==> config.mk <==
export PLATFORM = sky130hd
export DESIGN_NAME = ysyx_201979054_imm_decode_stage
export DESIGN_NICKNAME = d
export VERILOG_FILES = /design/src/rtl/ysyx_201979054_imm_decode_stage_pkg.sv /design/src/rtl/ysyx_201979054_extend_imm.sv /design/src/rtl/ysyx_201979054_imm_decode_stage.sv
export SDC_FILE = /design/constraint.sdc
export NUM_CORES = 1
export LEC_CHECK = 0
export CORE_AREA = 2 2 150 152
export CTS_BUF_LIST = sky130_fd_sc_hd__clkbuf_8
export CTS_CLUSTER_DIAMETER = 120
export CTS_CLUSTER_SIZE = 30
export DETAILED_ROUTE_END_ITERATION = 10
export DIE_AREA = 0 0 152 154
export GPL_ROUTABILITY_DRIVEN = 1
export PLACE_DENSITY_LB_ADDON = 0.1
export REMOVE_ABC_BUFFERS = 1
export SLEW_MARGIN = 10
export SYNTH_ARGS = -nofsm -noshare
export SYNTH_HDL_FRONTEND = slang
export SYNTH_SLANG_ARGS = --single-unit
export TNS_END_PERCENT = 100
==> constraint.sdc <==
create_clock -name clk -period 2.4 [get_ports clk]
set_clock_uncertainty 0.05 [all_clocks]
set_input_delay 0.72 -clock clk [delete_from_list [all_inputs] [get_ports clk]]
set_output_delay 0.72 -clock clk [all_outputs]
set_load 0.01 [all_outputs]
==> src/rtl/ysyx_201979054_imm_decode_stage_pkg.sv <==
// Shared types for the immediate-decode stage: immediate select codes, RV64 opcodes
// and the two-entry skid-buffer state.
package ysyx_201979054_imm_decode_stage_pkg;

  typedef enum logic [2:0] {
    ImmI   = 3'b000,
    ImmS   = 3'b001,
    ImmB   = 3'b010,
    ImmJ   = 3'b011,
    ImmU   = 3'b100,
    ImmCsr = 3'b101
  } imm_src_t;

  localparam logic [6:0] OpLoad    = 7'b0000011;
  localparam logic [6:0] OpMiscMem = 7'b0001111;
  localparam logic [6:0] OpOpImm   = 7'b0010011;
  localparam logic [6:0] OpAuipc   = 7'b0010111;
  localparam logic [6:0] OpOpImm32 = 7'b0011011;
  localparam logic [6:0] OpStore   = 7'b0100011;
  localparam logic [6:0] OpOp      = 7'b0110011;
  localparam logic [6:0] OpLui     = 7'b0110111;
  localparam logic [6:0] OpOp32    = 7'b0111011;
  localparam logic [6:0] OpBranch  = 7'b1100011;
  localparam logic [6:0] OpJalr    = 7'b1100111;
  localparam logic [6:0] OpJal     = 7'b1101111;
  localparam logic [6:0] OpSystem  = 7'b1110011;

  typedef enum logic [1:0] {
    StEmpty = 2'b00,
    StOne   = 2'b01,
    StTwo   = 2'b10
  } buf_state_e;

endpackage

==> src/rtl/ysyx_201979054_extend_imm.sv <==
// Immediate extender: builds the XLEN-bit immediate from instr[31:7] for a given type.
module ysyx_201979054_extend_imm
  import ysyx_201979054_imm_decode_stage_pkg::*;
#(
  parameter int unsigned XLEN = 64
) (
  input  logic [24:0]     instr_hi,
  input  imm_src_t        imm_src,
  output logic [XLEN-1:0] imm
);

  // instr_hi[k] is instr[k+7]
  logic sign;
  assign sign = instr_hi[24];

  always_comb begin
    imm = '0;
    case (imm_src)
      ImmI:   imm = {{(XLEN-12){sign}}, instr_hi[24:13]};
      ImmS:   imm = {{(XLEN-12){sign}}, instr_hi[24:18], instr_hi[4:0]};
      ImmB:   imm = {{(XLEN-12){sign}}, instr_hi[0], instr_hi[23:18], instr_hi[4:1], 1'b0};
      ImmJ:   imm = {{(XLEN-20){sign}}, instr_hi[12:5], instr_hi[13], instr_hi[23:14], 1'b0};
      ImmU:   imm = {{(XLEN-32){sign}}, instr_hi[24:5], 12'b0};
      ImmCsr: imm = {{(XLEN-5){1'b0}}, instr_hi[12:8]};
      default: imm = '0;
    endcase
  end

endmodule

==> src/rtl/ysyx_201979054_imm_decode_stage.sv <==
// Immediate-decode pipeline stage with a two-entry skid buffer and registered ready.
// IMM_DEC_ILLEGAL_CHECK_EN enables illegal-opcode flagging (imm and has_imm forced to 0).
module ysyx_201979054_imm_decode_stage
  import ysyx_201979054_imm_decode_stage_pkg::*;
#(
  parameter int unsigned XLEN = 64,
  parameter int unsigned ILEN = 32
) (
  input  logic            clk,
  input  logic            arstn,
  input  logic            i_flush,
  input  logic            i_valid,
  output logic            o_ready,
  input  logic [ILEN-1:0] i_instr,
  output logic            o_valid,
  input  logic            i_ready,
  output logic [ILEN-1:0] o_instr,
  output logic [XLEN-1:0] o_imm,
  output logic [2:0]      o_imm_src,
  output logic            o_has_imm,
  output logic            o_illegal
);

  typedef struct packed {
    logic [ILEN-1:0] instr;
    logic [XLEN-1:0] imm;
    imm_src_t        imm_src;
    logic            has_imm;
    logic            illegal;
  } entry_t;

  imm_src_t        dec_src;
  logic            dec_has_imm;
  logic            dec_illegal;
  logic [XLEN-1:0] ext_imm;
  entry_t          dec_entry;

  always_comb begin
    dec_src     = ImmI;
    dec_has_imm = 1'b1;
    dec_illegal = 1'b0;
    case (i_instr[6:0])
      OpLoad, OpOpImm, OpOpImm32, OpJalr, OpMiscMem: dec_src = ImmI;
      OpStore:         dec_src = ImmS;
      OpBranch:        dec_src = ImmB;
      OpJal:           dec_src = ImmJ;
      OpLui, OpAuipc:  dec_src = ImmU;
      OpOp, OpOp32:    dec_has_imm = 1'b0;
      OpSystem: begin
        if (i_instr[14]) dec_src = ImmCsr;
`ifdef IMM_DEC_ILLEGAL_CHECK_EN
        if (i_instr[14:12] == 3'b100) begin
          dec_illegal = 1'b1;
          dec_has_imm = 1'b0;
        end
`endif
      end
      default: begin
`ifdef IMM_DEC_ILLEGAL_CHECK_EN
        dec_illegal = 1'b1;
        dec_has_imm = 1'b0;
`else
        dec_src = ImmI;
`endif
      end
    endcase
  end

  ysyx_201979054_extend_imm #(
    .XLEN (XLEN)
  ) u_extend_imm (
    .instr_hi (i_instr[31:7]),
    .imm_src  (dec_src),
    .imm      (ext_imm)
  );

  always_comb begin
    dec_entry.instr   = i_instr;
    dec_entry.imm     = dec_illegal ? '0 : ext_imm;
    dec_entry.imm_src = dec_src;
    dec_entry.has_imm = dec_has_imm;
    dec_entry.illegal = dec_illegal;
  end

  buf_state_e state_q, state_d;
  entry_t     main_q, skid_q;
  logic       accept, pop;
  logic       main_load_in, main_load_skid, skid_load;

  assign accept = i_valid & o_ready;
  assign pop    = o_valid & i_ready;

  always_ff @(posedge clk or negedge arstn) begin
    if (!arstn) state_q <= StEmpty;
    else        state_q <= state_d;
  end

  // Flush wins over any accept or pop in the same cycle; no entry is written.
  always_comb begin
    state_d        = state_q;
    main_load_in   = 1'b0;
    main_load_skid = 1'b0;
    skid_load      = 1'b0;
    if (i_flush) begin
      state_d = StEmpty;
    end else begin
      case (state_q)
        StEmpty: begin
          if (accept) begin
            state_d      = StOne;
            main_load_in = 1'b1;
          end
        end
        StOne: begin
          if (accept && !pop) begin
            state_d   = StTwo;
            skid_load = 1'b1;
          end else if (pop && !accept) begin
            state_d = StEmpty;
          end else if (accept && pop) begin
            main_load_in = 1'b1;
          end
        end
        StTwo: begin
          if (pop) begin
            state_d        = StOne;
            main_load_skid = 1'b1;
          end
        end
        default: state_d = StEmpty;
      endcase
    end
  end

  always_comb begin
    o_valid = (state_q != StEmpty);
    o_ready = (state_q != StTwo);
  end

  always_ff @(posedge clk or negedge arstn) begin
    if (!arstn) begin
      main_q <= '0;
      skid_q <= '0;
    end else begin
      if (main_load_in)        main_q <= dec_entry;
      else if (main_load_skid) main_q <= skid_q;
      if (skid_load)           skid_q <= dec_entry;
    end
  end

  assign o_instr   = main_q.instr;
  assign o_imm     = main_q.imm;
  assign o_imm_src = main_q.imm_src;
  assign o_has_imm = main_q.has_imm;
  assign o_illegal = main_q.illegal;

endmodule

==> results of run 1 <==
==> worst max-delay path, stage by stage (launching register included) <==
cell	delay, ns
sky130_fd_sc_hd__dfrtp_2	0.44
sky130_fd_sc_hd__nand2b_1	0.10
sky130_fd_sc_hd__clkdlybuf4s50_1	0.54
==> worst paths after layout <==
check,slack [ns],depth (start not counted),to
min in group clk,0.42,2,o_instr[9]
worst min-delay path,0.12,1,o_instr[30]
worst max register to register,0.35,5,skid_q[2]
worst max-delay path,0.11,2,o_ready
worst min register to register,0.42,2,o_instr[9]
max in group asynchronous,1.56,2,skid_q[17]
==> kinds of logic (layout without fill, tap and decap cells) <==
kind of cell    after synthesis  count (layout)  synth area share (%)
compound gates              158             158                  17.6
xor+xnor                      1               1                 0.136
buf+inv                      84             256                  7.50
flops                       138             138                  53.5
mux                           5               5                 0.775
other cells                   1               1                0.0581
simple gates                300             300                  20.4
==> cell usage after synthesis, drive strengths merged (2+ instances only) <==
cell type / count / share of area [%]
a2111oi: 2 / 0.27
o22a: 2 / 0.27
nor3: 7 / 1.2
nand2b: 8 / 0.89
nand4: 6 / 0.68
nand2: 218 / 13
a22oi: 27 / 3.1
or3b: 2 / 0.27
clkbuf: 25 / 1.5
nor2b: 3 / 0.29
a211oi: 9 / 1.4
a32oi: 19 / 2.6
a21oi: 31 / 2.4
or2: 3 / 0.29
nand3: 3 / 0.23
a221o: 3 / 0.47
or3: 3 / 0.37
mux2i: 5 / 0.78
o2bb2ai: 6 / 0.81
buf: 57 / 5.9
a31oi: 8 / 0.97
o31a: 2 / 0.27
a311oi: 4 / 0.54
and4bb: 2 / 0.39
nor2: 37 / 2.2
dfrtp: 138 / 53
a2bb2oi: 4 / 0.54
o21ai: 30 / 2.3
a22o: 6 / 0.81
and3: 2 / 0.27
inv: 2 / 0.12
==> placed cells by master (no fill, tap or decap), types with 3 or more instances in the layout <==
| master | n |
|---|---|
| sky130_fd_sc_hd__o2bb2ai_1 | 6 |
| sky130_fd_sc_hd__a311oi_1 | 4 |
| sky130_fd_sc_hd__bufinv_16 | 5 |
| sky130_fd_sc_hd__nand2b_1 | 7 |
| sky130_fd_sc_hd__dfrtp_1 | 136 |
| sky130_fd_sc_hd__a21oi_1 | 31 |
| sky130_fd_sc_hd__nor2_1 | 37 |
| sky130_fd_sc_hd__a2bb2oi_1 | 4 |
| sky130_fd_sc_hd__a221o_1 | 3 |
| sky130_fd_sc_hd__nand2_1 | 218 |
| sky130_fd_sc_hd__a22oi_1 | 27 |
| sky130_fd_sc_hd__nand3_1 | 3 |
| sky130_fd_sc_hd__nor3_2 | 4 |
| sky130_fd_sc_hd__clkdlybuf4s50_1 | 103 |
| sky130_fd_sc_hd__a22o_1 | 6 |
| sky130_fd_sc_hd__a211oi_1 | 7 |
| sky130_fd_sc_hd__a31oi_1 | 6 |
| sky130_fd_sc_hd__dlygate4sd2_1 | 19 |
| sky130_fd_sc_hd__o21ai_0 | 23 |
| sky130_fd_sc_hd__buf_12 | 13 |
| sky130_fd_sc_hd__clkbuf_8 | 21 |
| sky130_fd_sc_hd__nand4_1 | 5 |
| sky130_fd_sc_hd__o21ai_1 | 7 |
| sky130_fd_sc_hd__dlymetal6s2s_1 | 15 |
| sky130_fd_sc_hd__nor3_4 | 3 |
| sky130_fd_sc_hd__a32oi_1 | 19 |
| sky130_fd_sc_hd__nor2b_1 | 3 |
| sky130_fd_sc_hd__mux2i_1 | 5 |
| sky130_fd_sc_hd__buf_4 | 72 |
==> power by group <==
| part | total [mW] | internal (mW) | switching, mW |
|---|---|---|---|
| clock | 2.28 | 1.35 | 0.937 |
| sequential | 3.13 | 2.83 | 0.294 |
| combinational | 1.65 | 0.883 | 0.769 |
| total | 7.06 | 5.06 | 2.00 |
==> metal layers <==
layer / track usage, % / vias up
met5: 0 / -
met4: 5.34 / 0
met3: 3.47 / 19
met2: 29.4 / 156
met1: 22.4 / 2842
li1: - / 2657
==> flip-flops by register name (all words and copies together), names as in the netlist <==
| register | count |
|---|---|
| o_has_imm | 1 |
| o_imm_src | 3 |
| skid_q | 68 |
| o_instr | 32 |
| state_q | 2 |
| o_imm | 32 |
==> what timing repair did <==
| action | in CTS | in global routing |
|---|---|---|
| resized for setup | 24 | 16 |
| buffers inserted | 1 | 2 |
| pin swaps | 0 | 0 |
| setup endpoints to repair | 35 | 17 |
==> cell type report <==
cell class                 count  area [um^2]
clock buffer                  21          289
clock inverter                10          188
tap                          280          350
timing repair buffer         223         2200
sequential                   138         3460
multi-input combinational    465         2540
inverter                       2         7.51
fill                        2088        12700
==> impl_metrics.ini, run 1 <==
[critical_path]
regToRegStartpoint = state_q[1]
startpoint = state_q[1]
worst_setup_path_start_kind = flop
crit_path_end_kind = output pin
timing.critical_path.required_ns = 1.63
crit_fanout = 5
worstSetupPathType = reg -> out
arrival_ns = 1.52

[grt]
grt_pass1_vias = 5707
grt_pass1_wl_um = 32000
grt_use_total_pct = 17.3
overflow = 0
grt_antenna_before_repair = 0
grt_start_max_net_pins = 39

[timing]
fin_setup_tns_ns = 0
report.final.setup_viol = 0
max_slew.worst_pin.slew_ns = 0.510
fmax_mhz = 436
final.period_utilization_pct = 95.6
rsz_0062_raised_after_global_routing = false
worst_slew_margin_rel_pct = 66.0
timing_max_transition_violations_final = 0
finalHoldWorstSlack_ns = 0.121
final_critical_path_setup_slack_ns = 0.106
fin_crit_ns = 2.29
timing_hold_violations_final = 0

[floorplan]
design.die.area_mm2 = 0.0234
floorplan.initialDensity_pct = 29.8
core_area_mm2 = 0.0217
ios = 140
chipWidth_um = 152
dieHeight_um = 154
rows = 54

[clocking]
tritoncts_num_sinks = 138
cts-root-buf = sky130_fd_sc_hd__clkbuf_8
cts_hold_buf = 0
tritoncts_clock_tree = yes
path_clk_slew_ns = 0.08
insertion_delay_ns = 0.45
ctsHtreeMaxLevel = 4
max-clock-path-buffers = 2
number_of_cts_inserted_buffers = 17

[synth]
netlist_instances = 687
count_of_flip_flops_with_a_built_in_enable_after_synthesis = 0
synthesized_area_mm2 = 0.00645
synthDistinctLibCells = 57
ys_async_sr_fraction_pct = 100
synth_seq_area_share_pct = 53.5
synth.ff_latch_count = 138
yosys_warnings = 0
dominantRegCellSynth = sky130_fd_sc_hd__dfrtp_1
average_cell_area_after_synthesis_um2 = 9.40

[drt]
route.layer.met1.wl_um = 9310
drtAntennaViolNets = 0
post-route-drc-count = 0
drt-vias-per-instance = 4.98
drt-initial-drc-count = 283
routed_wirelength_um = 20000
detailedRoute.firstPassIterationCount = 4
met2WireLength_um = 9710
wl_met3_um = 741
drt-wirelength-per-cell_um = 17.6
dr_total_vias = 5674
routed.top_layer = met4

[final_layout]
nets = 884
final-instance-count-excl-fill = 1139
flow.area_growth_from_synthesis_pct = 39.8
final_util_pct = 41.6
drive_above_1_share_pct = 16.8
antennaDiodeCount = 0
final_area_mm2 = 0.00902

[place]
placement.io_buffers = 138
hpwlAfterDp_um = 14100
place.detailed.instances = 1105
dpl-instance-area_mm2 = 0.00849
place_ws_ns = -0.307
routability_congestion_estimate_from_global_placement = 0.851

[pwr]
powerDensity_mw_per_mm2 = 782
total_power_mw = 7.06
peakVddDrop_mv = 0.324
power_leakage_nw = 4.19

[outcome]
status = complete, no violations

[job]
max-cap-violations = 0

[min_path]
hold_path_class = in -> async
Power figures use the tool's default switching activity.
==> run 2: changes to the inputs <==
- CELL_PAD_IN_SITES_DETAIL_PLACEMENT: default -> 2
- CELL_PAD_IN_SITES_GLOBAL_PLACEMENT: default -> 2
==> run 2 against run 1 <==
Via count up 3.0%; sequential cell count unchanged; combinational power up 5%; setup slack worse by 0.074 ns; clock power down 12%; sequential power about the same; die area unchanged; largest power group unchanged.
==> impl_metrics.ini, run 2 (synthesized netlist as in run 1, its figures left out) <==
[outcome]
status = complete, no violations

[final_layout]
drive_above_1_share_pct = 17.9
largest_register_ffs = 68
most_flops_register = skid_q
final_area_mm2 = 0.00902
flow.area_growth_from_synthesis_pct = 39.8
antennaDiodeCount = 0
layout.cells.most_common_list = sky130_fd_sc_hd__nand2_1 (218), sky130_fd_sc_hd__dfrtp_1 (135), sky130_fd_sc_hd__clkdlybuf4s50_1 (113)
final-instance-count-excl-fill = 1151
leading_cell_type_in_the_layout_fill_and_taps_excluded = sky130_fd_sc_hd__nand2_1
nets = 895
layout.filler_cells = 2328

[clocking]
tritoncts_num_sinks = 138
insertion_delay_ns = 0.45
number_of_cts_inserted_buffers = 17
tritoncts_clock_tree = yes
cts_hold_buf = 0
ctsHtreeMaxLevel = 4
path_clk_slew_ns = 0.08
cts-root-buf = sky130_fd_sc_hd__clkbuf_8
max-clock-path-buffers = 2

[floorplan]
ios = 140
core_area_mm2 = 0.0217
rows = 54
floorplan.initialDensity_pct = 29.8
dieHeight_um = 154
design.die.area_mm2 = 0.0234
chipWidth_um = 152

[grt]
grt_pass1_wl_um = 37200
grt_antenna_before_repair = 0
grt_start_max_net_pins = 51
overflow = 0
grt_use_total_pct = 20.1
grt_pass1_vias = 6500

[critical_path]
crit_path_end_kind = flop
critical_path_cell_by_cell = clkdlybuf4s50_1, or3_1, or2_0, a311oi_1, o21ai_1
timing.critical_path.slowest_stage_cell = sky130_fd_sc_hd__clkdlybuf4s50_1
regToRegStartpoint = state_q[1]
r2r-end = skid_q[22]
worst_setup_path_start_kind = input pin
worstSetupPathType = in -> reg
startpoint = i_instr[3]
arrival_ns = 2.64
timing.critical_path.required_ns = 2.67
delay_contributed_by_the_slowest_stage_of_the_critical_path_ns = 0.59
critical-path-top-delay-family = simple AND/OR/NAND/NOR gates
crit_fanout = 9
timing.critical_path.buf_inv = 1
reg2reg_slack_ns = 0.36
reg2reg_depth = 7

[timing]
fmax_mhz = 422
timing_max_transition_violations_final = 0
worst_slew_margin_rel_pct = 63.9
timing_hold_violations_final = 0
report.final.setup_viol = 0
max_slew.worst_pin.slew_ns = 0.541
rsz_0062_raised_after_global_routing = false
finalHoldWorstSlack_ns = 0.174
fin_setup_tns_ns = 0
final.period_utilization_pct = 98.7
fin_crit_ns = 2.37

[place]
place.detailed.instances = 1113
dpl-instance-area_mm2 = 0.00854
hpwlAfterDp_um = 16700
routability_congestion_estimate_from_global_placement = 0.790
placement.io_buffers = 138

[drt]
drt-wirelength-per-cell_um = 20.2
drtAntennaViolNets = 0
dr_total_vias = 5847
detailedRoute.firstPassIterationCount = 4
drt-vias-per-instance = 5.08
post-route-drc-count = 0
drt-initial-drc-count = 251
routed_wirelength_um = 23300

[pwr]
power_leakage_nw = 4.08
powerDensity_mw_per_mm2 = 765
peakVddDrop_mv = 0.279

[job]
max-cap-violations = 0

[min_path]
hold_path_class = in -> async
==> run 2: changes by cell type in the layout (fill, tap and decap cells not counted), moves of 2 or more <==
cell                              previous run  this run
sky130_fd_sc_hd__dlygate4sd2_1              19        22
sky130_fd_sc_hd__dlymetal6s2s_1             15         2
sky130_fd_sc_hd__clkinv_4                    1         4
sky130_fd_sc_hd__bufinv_16                   5         3
sky130_fd_sc_hd__clkdlybuf4s50_1           103       113
sky130_fd_sc_hd__clkbuf_8                   21        17
sky130_fd_sc_hd__clkinv_2                    1         4
sky130_fd_sc_hd__buf_4                      72        83
==> run 2: power breakdown <==
| part | internal (mW) | switching (mW) | total [mW] | leakage [nW] |
|---|---|---|---|---|
| combinational | 0.918 | 0.822 | 1.74 | 2.20 |
| sequential | 2.83 | 0.319 | 3.15 | 1.67 |
| clock | 1.03 | 0.983 | 2.01 | 0.211 |
==> run 2: worst max-delay path by stage <==
stage / cells after the start / slack (ns) / to
after floorplan: 4 / -1.99 / skid_q[6]
after global placement: 5 / -0.27 / skid_q[9]
after global routing: 2 / 0.001 / o_imm[46]
after detailed placement: 5 / -0.39 / skid_q[6]
after CTS: 2 / 0.02 / o_imm[34]
final: 5 / 0.03 / o_imm[4]
==> run 2: stage by stage <==
| stage | power [mW] | setup slack, ns | util, % |
|---|---|---|---|
| after floorplan | 3.81 | -1.99 | - |
| after global placement | 4.84 | -0.270 | 39.4 |
| after detailed placement | 4.96 | -0.388 | 39.4 |
| after CTS | 7.02 | 0.0166 | 41.4 |
| after global routing | 7.32 | 0.00108 | 41.6 |
| final | 6.90 | 0.0315 | 41.6 |
==> run 2: cell type report <==
type / count / area (um^2) / share of cell area, %
clock buffers: 17 / 234 / 2.59
clock inverters: 15 / 174 / 1.93
inverters: 2 / 7.51 / 0.0832
multi-input cells: 465 / 2540 / 28.2
flip-flops and latches: 138 / 3460 / 38.3
well taps: 280 / 350 / 3.88
repair buffers: 234 / 2260 / 25.0
==> run 2: metal layers <==
layer	vias to the layer above	track usage [%]	share of wire (%)
met4	0	3.92	0.80
met5	-	0	0
met2	101	36.5	53
li1	2669	-	-
met3	14	3.64	2.9
met1	3063	25.2	44
==> run 2: what timing repair did <==
item                       in CTS  in global routing
hold endpoints to repair        0                  0
setup endpoints to repair      35                  7
setup buffers                   1                  4
gates cloned                    1                  0
gates resized for setup        28                  3
